==> config.mk <==
export PLATFORM = sky130hd
export DESIGN_NAME = regfile_wb_arbiter
export DESIGN_NICKNAME = d
export VERILOG_FILES = /design/src/rtl/regfile_wb_arbiter.sv
export SDC_FILE = /design/constraint.sdc
export NUM_CORES = 1
export LEC_CHECK = 0
export ABC_CLOCK_PERIOD_IN_PS = 5500
export CORE_MARGIN = 3
export CORE_UTILIZATION = 49
export DETAILED_ROUTE_END_ITERATION = 10
export PLACE_DENSITY = 0.82
export SYNTH_ARGS = -nofsm -noshare
export SYNTH_HDL_FRONTEND = slang
export SYNTH_SLANG_ARGS = --single-unit
==> constraint.sdc <==
create_clock -name clk -period 5.5 [get_ports clk]
set_input_delay 0.825 -clock clk [delete_from_list [all_inputs] [get_ports clk]]
set_output_delay 0.825 -clock clk [all_outputs]
set_load 0.05 [all_outputs]
==> src/rtl/regfile_wb_arbiter.sv <==
// Writeback arbiter for the register file's single write port.
// Also tracks pending destination registers for RAW/WAW hazard checks.
module regfile_wb_arbiter #(
    parameter int DATA_W     = 16,
    parameter int REG_W      = 4,
    parameter int FIXED_PRIO = 0,
    localparam int NUM_REGS  = 2**REG_W
) (
    input  logic                clk,
    input  logic                rst,
    input  logic                a_valid,
    input  logic [REG_W-1:0]    a_reg,
    input  logic [DATA_W-1:0]   a_data,
    output logic                a_ready,
    input  logic                m_valid,
    input  logic [REG_W-1:0]    m_reg,
    input  logic [DATA_W-1:0]   m_data,
    output logic                m_ready,
    input  logic                alloc_valid,
    input  logic [REG_W-1:0]    alloc_reg,
    output logic                alloc_ready,
    input  logic [REG_W-1:0]    src1_reg,
    input  logic [REG_W-1:0]    src2_reg,
    output logic                src1_busy,
    output logic                src2_busy,
    output logic                wr_en,
    output logic [REG_W-1:0]    wr_reg,
    output logic [DATA_W-1:0]   wr_data,
    output logic [NUM_REGS-1:0] busy_vec
);

    // rr_ptr: 0 means A wins the next contested cycle, 1 means M does
    logic                rr_ptr;
    logic                a_gnt;
    logic                m_gnt;
    logic                acc;
    logic                acc_wr;
    logic [REG_W-1:0]    acc_reg;
    logic [DATA_W-1:0]   acc_data;
    logic [NUM_REGS-1:0] busy_q;
    logic [NUM_REGS-1:0] busy_d;

    always_comb begin
        a_gnt = 1'b0;
        m_gnt = 1'b0;
        if (!rst) begin
            if (a_valid && (!m_valid || FIXED_PRIO != 0 || !rr_ptr))
                a_gnt = 1'b1;
            else if (m_valid)
                m_gnt = 1'b1;
        end
    end

    assign a_ready  = a_gnt;
    assign m_ready  = m_gnt;
    assign acc      = a_gnt || m_gnt;
    assign acc_reg  = a_gnt ? a_reg : m_reg;
    assign acc_data = a_gnt ? a_data : m_data;
    assign acc_wr   = acc && (acc_reg != '0);

    assign alloc_ready = !busy_q[alloc_reg] || (alloc_reg == '0)
                       || (acc && acc_reg == alloc_reg);

    // Clear first so a same-cycle reservation of the register wins
    always_comb begin
        busy_d = busy_q;
        if (acc)
            busy_d[acc_reg] = 1'b0;
        if (alloc_valid && alloc_ready)
            busy_d[alloc_reg] = 1'b1;
        busy_d[0] = 1'b0;
    end

    assign src1_busy = busy_q[src1_reg] && (src1_reg != '0);
    assign src2_busy = busy_q[src2_reg] && (src2_reg != '0);
    assign busy_vec  = busy_q;

    always_ff @(posedge clk or posedge rst) begin
        if (rst) begin
            wr_en   <= 1'b0;
            wr_reg  <= '0;
            wr_data <= '0;
            busy_q  <= '0;
            rr_ptr  <= 1'b0;
        end else begin
            busy_q <= busy_d;
            wr_en  <= acc_wr;
            if (acc_wr) begin
                wr_reg  <= acc_reg;
                wr_data <= acc_data;
            end
            if (a_valid && m_valid)
                rr_ptr <= a_gnt;
        end
    end

endmodule

==> results of run 1 <==
through the flow:
stage / util / cell area, sq um / hold slack [ns] / instances / total power [mW]
after floorplan: - / 2770 / 0.532 / 262 / 0.886
after global placement: 0.714 / 3760 / 0.475 / 418 / 1.14
after detailed placement: 0.714 / 3760 / 0.491 / 418 / 1.15
after CTS: 0.740 / 3900 / 0.506 / 426 / 1.44
after global routing: 0.740 / 3900 / 0.520 / 426 / 1.51
final: 0.740 / 3900 / 0.509 / 426 / 1.44
metal layers:
metal | global-route usage | routed length (microns)
met4 | 0.105 | 236
met2 | 0.415 | 3890
met5 | 0 | 0
met3 | 0.0687 | 729
met1 | 0.341 | 3240
worst max-delay path by stage:
| stage | to | slack, ns | depth (start not counted) |
|---|---|---|---|
| 2_1_floorplan | alloc_ready | 2.18 | 5 |
| 3_3_place_gp | alloc_ready | 1.03 | 5 |
| 3_5_place_dp | alloc_ready | 0.98 | 5 |
| 4_1_cts | alloc_ready | 0.98 | 5 |
| 5_1_grt | alloc_ready | 0.88 | 5 |
| 6_report | alloc_ready | 0.98 | 5 |
logic make-up (layout without fill, tap and decap cells):
group                     count (synthesis)  count (layout)  synth area share
DFF                                      37              37             0.334
AOI/OAI and AO/OA                        60              60             0.146
xor gates and xnor gates                  3               3           0.00949
other                                     1               1           0.00135
muxes                                    53              53             0.282
buffers and inverters                    23             117            0.0452
and+or+nand+nor                          85              85             0.181
power by group:
| group | internal [mW] | leakage (nW) | switching, mW |
|---|---|---|---|
| logic | 0.301 | 0.969 | 0.429 |
| clock network | 0.183 | 0.0687 | 0.107 |
| registers | 0.337 | 0.439 | 0.0821 |
cell type report:
type | count | area, sq um | share of cell area
multi-input combinational | 202 | 1720 | 0.440
inverter | 8 | 30.0 | 0.00770
clock buffer | 5 | 68.8 | 0.0176
clock inverter | 3 | 68.8 | 0.0176
sequential | 37 | 926 | 0.237
tap | 70 | 87.6 | 0.0225
timing repair buffer | 101 | 1000 | 0.257
cell usage after synthesis (3+ instances only):
cell,count
a21oi_1,10
buf_2,7
buf_6,3
dfrtp_1,37
inv_1,8
mux2_2,20
mux2_4,15
mux2i_1,5
mux4_2,12
nand2_1,25
nand2b_1,10
nand3_1,6
nor2_1,9
nor2b_1,3
nor3_1,5
nor4b_1,4
o211ai_1,11
o21ai_0,13
o21ai_1,3
o221ai_1,5
o22ai_1,4
o31ai_1,6
or3_1,8
xnor2_1,3
worst max-delay path, stage by stage:
cell and delay, ns:
clkdlybuf4s50_1 0.84, mux4_2 0.63, mux4_2 0.49, o21ai_1 0.09, clkdlybuf4s50_1 0.81
==> run summary, run 1 <==
Status = finished clean
Wirelength, routed = 8100 microns
Ys async rst share = 1.00
Vias per Instance = 6.08
Hold crit path type = reg2reg
Worst Hold End = wr_data[10]
Leak = 1.48 nW
Cts hold-fix bufs = 0
Peak Freq = 0.221 GHz
Clock Skew = 0.00521 ns
Synthesized flop and latch total = 37
PostCTS Resize Cnt = 0
Vias in the first global route = 2,609
Setup Buffers After CTS = 0
Initial antenna violation count = 0
Syn Nets = 319
Filler cells = 396
Fin crit period = 4.52 ns
Layout cell share with drive strength beyond 1 = 0.202
Synth Instances = 262
FP Rows = 26
CTS sink cnt = 37
Clock slew at reported path FFs = 0.08 ns
CTS buffer count = 5
Root Driver = clkbuf_8
R2R depth = 6
Die width = 81.2 microns
Critical Path Start Type = input port
Setup crit start = alloc_reg[0]
HP Start = wr_data[10]
Hold depth = 1
Setup TNS Final = 0 ns
Routed via count = 2,591
Max-Cap Viols = 0
Final WS setup = 0.976 ns
Commonest non-fill, non-tap cell in the layout = clkdlybuf4s50_1
Drt pass-1 iters = 4
Top-level I/O count = 99
Post-synth top area cell = dfrtp_1
Largest net degree at the start of global routing = 39
Crit Path Category = in2out
Post-DP HPWL = 6140 microns
Sequential cell area fraction in the yosys report = 0.334
CP Capture Type = primary output
FF-to-FF Start = rr_ptr
Dpl ws = 0.981 ns
CTS tree = yes
Synth area leaders = dfrtp_1, mux4_2, mux2_2
Hold Fails Final Rpt = 0
Die Y-Extent = 81.2 microns
Worst Tran Pin Value = 0.881 ns
Final worst-path cycle share = 0.823
# setup viols final = 0
Syn Std Cell Area = 2770 sq um
# diodes = 0
Final nets = 412
First-pass GRT wire length = 13,100 microns
Max H-tree Level = 2
Core Region = 5270 sq um
Gpl congestion = 0.931
Area growth syn-to-layout = 40.8%
CP required = 4.68 ns
Post-synth top area share = 0.334
Ys flop type = dfrtp_1
Starting density of the core = 0.525
GRT Total Usage = 0.262
Worst reg2reg setup slack = 2.96 ns
Grt total ovfl = 0
Clock buffer depth = 2
Post-synthesis area per instance = 10.6 sq um
Largest register FFs = 16
Worst-Skew Late Latency = 0.30 ns
Slew Limit Fails = 0
Max VDD drop = 0.000227 V
WL/cell = 19.0 microns
Most frequent cells in the layout = clkdlybuf4s50_1, dfrtp_1, nand2_1, mux2_2, mux2_4
Critical Path AT = 3.70 ns
EDFF count, synth = 0
FF-to-FF End = wr_data[10]
RSZ-0062 raised after global routing = false
Max-slew headroom = 0.406
Cell variety after synth = 48
Worst-path maximum fanout = 14
Synth warn = 0
DIE AREA = 6590 sq um
PwrDens = 369 nW/um^2
DRC Markers = 0
PortBufs = 97
Drt first-iter violations = 211
Post-route ant nets = 0
Note: power is estimated with default switching activity, not from simulation.
==> run 2, diff against run 1 <==
- ABC_CLOCK_PERIOD_IN_PS: 5500 -> 3900
- CORE_UTILIZATION: 49 -> 41
- PLACE_DENSITY: 0.82 -> 0.73
- clock period: 5.5 -> 3.9 ns (I/O delays scaled with it)
==> run 2 against run 1 <==
Sequential power is 42% higher. Via count is 2.0% lower. Register-to-register slack worse by 1.4 ns. Die area is 18% higher. Cell count is 2.1% higher. Critical path depth is 1 lower. Wire length is 0.57% lower. Highest routed layer unchanged. Sequential cell count stayed put. Count of clock-buffer cells in the layout stayed put. Largest cell class unchanged. Clock power is 7.3% lower.
==> run summary, run 2 (same netlist as run 1, synthesis figures left out) <==
Worst-Skew Late Latency = 0.29 ns (was 0.30 ns)
Critical Path AT = 2.92 ns (was 3.70 ns)
Max-slew headroom = 0.485 (was 0.406)
Max-Cap Viols = 0 (unchanged)
Largest net degree at the start of global routing = 35 (was 39)
Setup TNS Final = 0 ns (unchanged)
Crit-path cells = clkdlybuf4s50_1, mux4_2, mux4_2, clkdlybuf4s50_1 (was clkdlybuf4s50_1, mux4_2, mux4_2, o21ai_1, clkdlybuf4s50_1)
Crit-path max cell delay = 0.71 ns (was 0.84 ns)
WP depth = 4 (was 5)
Post-DP HPWL = 6270 microns (was 6140 microns)
Most frequent cells in the layout = clkdlybuf4s50_1, dfrtp_1, nand2_1, mux2_2, mux2_4 (unchanged)
Grt total ovfl = 0 (unchanged)
Core Region = 6460 sq um (was 5270 sq um)
Final worst-path cycle share = 0.899
Critical path's slowest cell = clkdlybuf4s50_1 (unchanged)
DIE AREA = 7780 sq um (was 6590 sq um)
Leak = 1.47 nW (was 1.48 nW)
PostCTS Resize Cnt = 0 (unchanged)
Crit Path Category = in2out (unchanged)
CP top delay family = buffers and inverters (unchanged)
Setup Buffers After CTS = 0 (unchanged)
PwrDens = 490 nW/um^2 (was 369 nW/um^2)
Slew Limit Fails = 0 (unchanged)
Vias per Instance = 5.83 (was 6.08)
Met1 Usage GRT = 0.278 (was 0.341)
Post-route insts no fill = 435 (was 426)
Dpl ws = 0.385 ns (was 0.981 ns)
Reg area = 926 sq um (unchanged)
GR peak layer = met2 (unchanged)
Gpl congestion = 0.888 (was 0.931)
DRC Markers = 0 (unchanged)
Drt first-iter violations = 177 (was 211)
Filler cells = 567 (was 396)
Root Driver = clkbuf_8 (unchanged)
Post-Place Cells = 427 (was 418)
Hold crit path type = reg2reg (unchanged)
CP bufs+invs = 2 (unchanged)
Drt pass-1 iters = 4 (unchanged)
Clock Skew = 0.00499 ns (was 0.00521 ns)
Layout cell share with drive strength beyond 1 = 0.212 (was 0.202)
Hold depth = 1 (unchanged)
Worst Tran Pin Value = 0.764 ns (was 0.881 ns)
PortBufs = 97 (unchanged)
Fin crit period = 3.51 ns
CP required = 3.31 ns (was 4.68 ns)
Final WS setup = 0.393 ns (was 0.976 ns)
Max H-tree Level = 2 (unchanged)
Starting density of the core = 0.429 (was 0.525)
Wirelength, routed = 8050 microns (was 8100 microns)
Die Y-Extent = 88.2 microns (was 81.2 microns)
Worst-path maximum fanout = 5 (was 14)
Status = finished clean (unchanged)
Largest register FFs = 16 (unchanged)
Max VDD drop = 0.000260 V (was 0.000227 V)
Critical Path Start Type = input port (unchanged)
CTS buffer count = 5 (unchanged)
RSZ-0062 raised after global routing = false (unchanged)
Top-level I/O count = 99 (unchanged)
Final nets = 414 (was 412)
# setup viols final = 0 (unchanged)
CTS tree = yes (unchanged)
First-pass GRT wire length = 12,600 microns (was 13,100 microns)
Vias in the first global route = 2,480 (was 2,609)
Min Hold Slack = 0.512 ns (was 0.509 ns)
Met2 usage = 0.357 (was 0.415)
Clock buffer depth = 2 (unchanged)
FP Rows = 29 (was 26)
Clock slew at reported path FFs = 0.07 ns (was 0.08 ns)
GRT Total Usage = 0.210 (was 0.262)
Final Total Pwr = 1.90 mW (was 1.44 mW)
CP Capture Type = primary output (unchanged)
Routed via count = 2,538 (was 2,591)
Cts hold-fix bufs = 0 (unchanged)
Die width = 88.2 microns (was 81.2 microns)
Area growth syn-to-layout = 40.1% (was 40.8%)
Hold Fails Final Rpt = 0 (unchanged)
# diodes = 0 (unchanged)
Commonest non-fill, non-tap cell in the layout = clkdlybuf4s50_1 (unchanged)
WL/cell = 18.5 microns (was 19.0 microns)
CTS sink cnt = 37 (unchanged)
Post-route ant nets = 0 (unchanged)
Initial antenna violation count = 0 (unchanged)
Area of the multi-input gates = 1720 sq um (unchanged)
Met3 Use GR = 0.0348 (was 0.0687)
Peak Freq = 0.285 GHz
R2R depth = 5 (was 6)
run 2: changes by cell type in the layout (fill, tap and decap cells not counted):
cell,previous run,this run
buf_12,0,1
clkinvlp_4,0,1
buf_4,4,7
inv_6,1,0
bufinv_16,2,0
clkdlybuf4s50_1,97,95
clkinv_2,0,2
run 2: layout make-up:
cell class	instances	share of cell area
clock buffers	5	0.0177
inverters	8	0.00774
well taps	77	0.0248
flip-flops and latches	37	0.239
multi-input cells	202	0.443
clock inverters	3	0.00451
repair buffers	103	0.264
run 2: where the power goes:
part | internal, mW | total (mW) | switching (mW)
sequential | 0.475 | 0.593 | 0.117
clock | 0.123 | 0.268 | 0.144
combinational | 0.434 | 1.04 | 0.607
total | 1.03 | 1.90 | 0.869
run 2: final timing paths:
check	endpoint	slack (ns)	start
max	src1_busy	0.39	src1_reg[0]
max in group asynchronous	busy_vec[10]	2.66	rst
min in group asynchronous	rr_ptr	0.58	rst
max reg2reg	wr_data[10]	1.57	rr_ptr
min	wr_data[11]	0.51	wr_data[11]
min reg2reg	wr_data[11]	0.51	wr_data[11]
run 2: worst register-to-register path: stages (launching register included):
cell and delay [ns]:
dfrtp_1 0.39, and2_1 0.44, nor2_4 0.12, a31oi_2 0.28, o21a_2 0.60, mux2_1 0.40
run 2: stage by stage:
stage	utilization	instance area (sq um)
final	0.601	3880
after global routing	0.601	3880
after CTS	0.601	3880
after detailed placement	0.587	3790
after global placement	0.587	3790
after floorplan	-	2770
run 2: routing by layer:
metal,part of all wire,wire length [microns],up-vias
met5,0,0,-
met4,0.011,87,0
met3,0.062,496,6
met2,0.52,4220,89
met1,0.40,3240,1263
li1,-,-,1180
==> run 3, diff against run 2 <==
- ABC_AREA: unset -> 1
- CORE_UTILIZATION: 41 -> 40
- PLACE_DENSITY: 0.73 -> 0.74
==> run 3 against run 2 <==
Cell count up 21%. Clock power is 46% higher. Clock skew rose by 0.0059 ns. Maximum frequency is 5.2% higher. First-iteration DRC count is 21% lower.
==> run summary, run 3 <==
Status = finished clean (unchanged)
DIE AREA = 7150 sq um (was 7780 sq um)
Logic gate share of total power = 0.480 (was 0.548)
Die width = 84.6 microns (was 88.2 microns)
CTS buffer count = 5 (unchanged)
Critical Path AT = 2.75 ns (was 2.92 ns)
PortBufs = 97 (unchanged)
PostCTS Resize Cnt = 0 (unchanged)
Max-Cap Viols = 0 (unchanged)
Cts hold-fix bufs = 0 (unchanged)
RSZ-0062 raised after global routing = false (unchanged)
Clock buffer depth = 2 (unchanged)
Leak = 1.65 nW (was 1.47 nW)
CTS sink cnt = 37 (unchanged)
Die Y-Extent = 84.6 microns (was 88.2 microns)
Post-synthesis area per instance = 6.90 sq um (was 10.6 sq um)
FP Rows = 27 (was 29)
Critical Path Start Type = input port (unchanged)
DRC Markers = 0 (unchanged)
CP required = 3.31 ns (about the same)
CTS tree = yes (unchanged)
Starting density of the core = 0.430 (was 0.429)
Synth Instances = 358 (was 262)
Syn Nets = 415 (was 319)
Fin crit period = 3.33 ns (was 3.51 ns)
FF-to-FF Start = rr_ptr (unchanged)
Sequential cell area fraction in the yosys report = 0.375 (was 0.334)
Clock slew at reported path FFs = 0.08 ns (was 0.07 ns)
Area growth syn-to-layout = 45.9% (was 40.1%)
Drt pass-1 iters = 5 (was 4)
Top-level I/O count = 99 (unchanged)
HP Start = wr_reg[1] (was wr_data[11])
Gpl congestion = 0.928 (was 0.888)
First-pass GRT wire length = 12,800 microns (was 12,600 microns)
Slew Limit Fails = 0 (unchanged)
Post-DP HPWL = 6100 microns (was 6270 microns)
Syn Std Cell Area = 2470 sq um (was 2770 sq um)
Core Region = 5740 sq um (was 6460 sq um)
Vias per Instance = 5.23 (was 5.83)
Worst-Skew Late Latency = 0.29 ns (about the same)
EDFF count, synth = 0 (unchanged)
WL/cell = 14.8 microns (was 18.5 microns)
Max VDD drop = 0.000270 V (was 0.000260 V)
Setup Buffers After CTS = 0 (unchanged)
Final nets = 509 (was 414)
CP Capture Type = primary output (unchanged)
Root Driver = clkbuf_8 (unchanged)
Most frequent cells in the layout = nand2_1, clkdlybuf4s50_1, nor2_1, dfrtp_1, inv_1 (was clkdlybuf4s50_1, dfrtp_1, nand2_1, mux2_2, mux2_4)
Worst Tran Pin Value = 0.542 ns (was 0.764 ns)
Crit Path Category = in2out (unchanged)
NetSw = 0.852 mW (was 0.869 mW)
Sw Ratio = 0.449 (was 0.457)
Post-route cell area = 3600 sq um (was 3880 sq um)
PwrDens = 526 nW/um^2 (was 490 nW/um^2)
Post-route ant nets = 0 (unchanged)
Hold Fails Final Rpt = 0 (unchanged)
Min Hold Slack = 0.477 ns (was 0.512 ns)
Setup crit start = src1_reg[0] (unchanged)
Max H-tree Level = 2 (unchanged)
# setup viols final = 0 (unchanged)
Layout cell share with drive strength beyond 1 = 0.0993 (was 0.212)
Clk pwr share = 0.207 (was 0.141)
Worst-path maximum fanout = 9 (was 5)
Largest net degree at the start of global routing = 26 (was 35)
# diodes = 0 (unchanged)
Int Power = 1.04 mW (was 1.03 mW)
Routed via count = 2,744 (was 2,538)
Synthesized flop and latch total = 37 (unchanged)
Grt total ovfl = 0 (unchanged)
Setup TNS Final = 0 ns (unchanged)
Initial antenna violation count = 0 (unchanged)
Seq pwr share = 0.313 (was 0.312)
Post-synth top cells = nand2_1, nor2_1, dfrtp_1 (was dfrtp_1, nand2_1, mux2_2)
Drt first-iter violations = 140 (was 177)
Hold crit path type = reg2reg (unchanged)
GRT Total Usage = 0.221 (was 0.210)
Synth area leaders = dfrtp_1, nand2_1, nor2_1 (was dfrtp_1, mux4_2, mux2_2)
Post-synth top area cell = dfrtp_1 (unchanged)
Top-count cell post-synth = nand2_1 (was dfrtp_1)
Cell variety after synth = 32 (was 48)
Synth warn = 0 (unchanged)
Final worst-path cycle share = 0.855 (was 0.899)
Wirelength, routed = 7780 microns (was 8050 microns)
Post-synth top area share = 0.375 (was 0.334)
Final Total Pwr = 1.89 mW (was 1.90 mW)
Peak Freq = 0.300 GHz (was 0.285 GHz)
Largest register FFs = 16 (unchanged)
Vias in the first global route = 2,716 (was 2,480)
Commonest non-fill, non-tap cell in the layout = nand2_1 (was clkdlybuf4s50_1)
Clock Skew = 0.0109 ns (was 0.00499 ns)
Placed Area = 3470 sq um (was 3790 sq um)
Max-slew headroom = 0.638 (was 0.485)
Ys async rst share = 1.00 (unchanged)
Ys flop type = dfrtp_1 (unchanged)
[run 3: changes by cell type after synthesis, sizes merged, moves of 12 or more]
| cell | delta |
|---|---|
| nand2 | +99 |
| mux2 | -36 |
| inv | +28 |
| mux4 | -12 |
| nor2 | +32 |
| or2 | +14 |
| nand3 | +20 |
[run 3: path summary, 6_finish.rpt]
path                                to  slack (ns)  depth (start not counted)
min reg2reg                  wr_reg[1]        0.48                          2
min in group asynchronous  wr_data[13]        0.73                          3
max in group asynchronous   wr_data[5]        2.89                          3
min                          wr_reg[1]        0.48                          2
max reg2reg                  wr_reg[2]        1.58                          8
max                          src1_busy        0.57                          9
[run 3: critical path, cell delays in order]
cell and delay [ns]:
clkdlybuf4s50_1 0.55, inv_1 0.22, nor2_1 0.07, o22ai_1 0.19
nand2_1 0.06, o21ai_0 0.07, inv_1 0.05, o21ai_0 0.13
clkdlybuf4s50_1 0.82
[run 3: final cells by class]
cell class	count	area, sq um
fillers	530	2140
multi-input cells	273	1320
repair buffers	99	993
flip-flops and latches	37	926
inverters	36	138
well taps	72	90.1
clock buffers	5	68.8
clock inverters	3	65.1
[run 3: cell families (layout without fill, tap and decap cells)]
group,count (synthesis),count (layout),synth area share
and+or+nand+nor,216,216,0.383
other,1,1,0.00152
buffers and inverters,48,143,0.0897
AOI/OAI and AO/OA,56,56,0.151
DFF,37,37,0.375
[run 3: routing by layer]
layer | routed length, microns | up-vias | global-route usage
li1 | - | 1357 | -
met4 | 199 | 0 | 0.0892
met2 | 3770 | 131 | 0.369
met3 | 528 | 24 | 0.0343
met1 | 3280 | 1232 | 0.284
met5 | 0 | - | 0
[run 3: power groups by stage]
stage / Clock (mW) / Combinational (mW) / Sequential [mW]
floorplan: 0 / 0.274 / 0.875
global placement: 0 / 0.906 / 0.594
detailed placement: 0 / 0.913 / 0.596
CTS: 0.400 / 0.915 / 0.589
global route: 0.418 / 0.971 / 0.603
finish: 0.392 / 0.910 / 0.592
[run 3: stage by stage]
step	util	instances	worst slack, ns
final	0.627	525	0.566
after global routing	0.627	525	0.421
after CTS	0.627	525	0.607
after detailed placement	0.604	517	0.603
after global placement	0.604	517	0.677
after floorplan	-	358	0.962
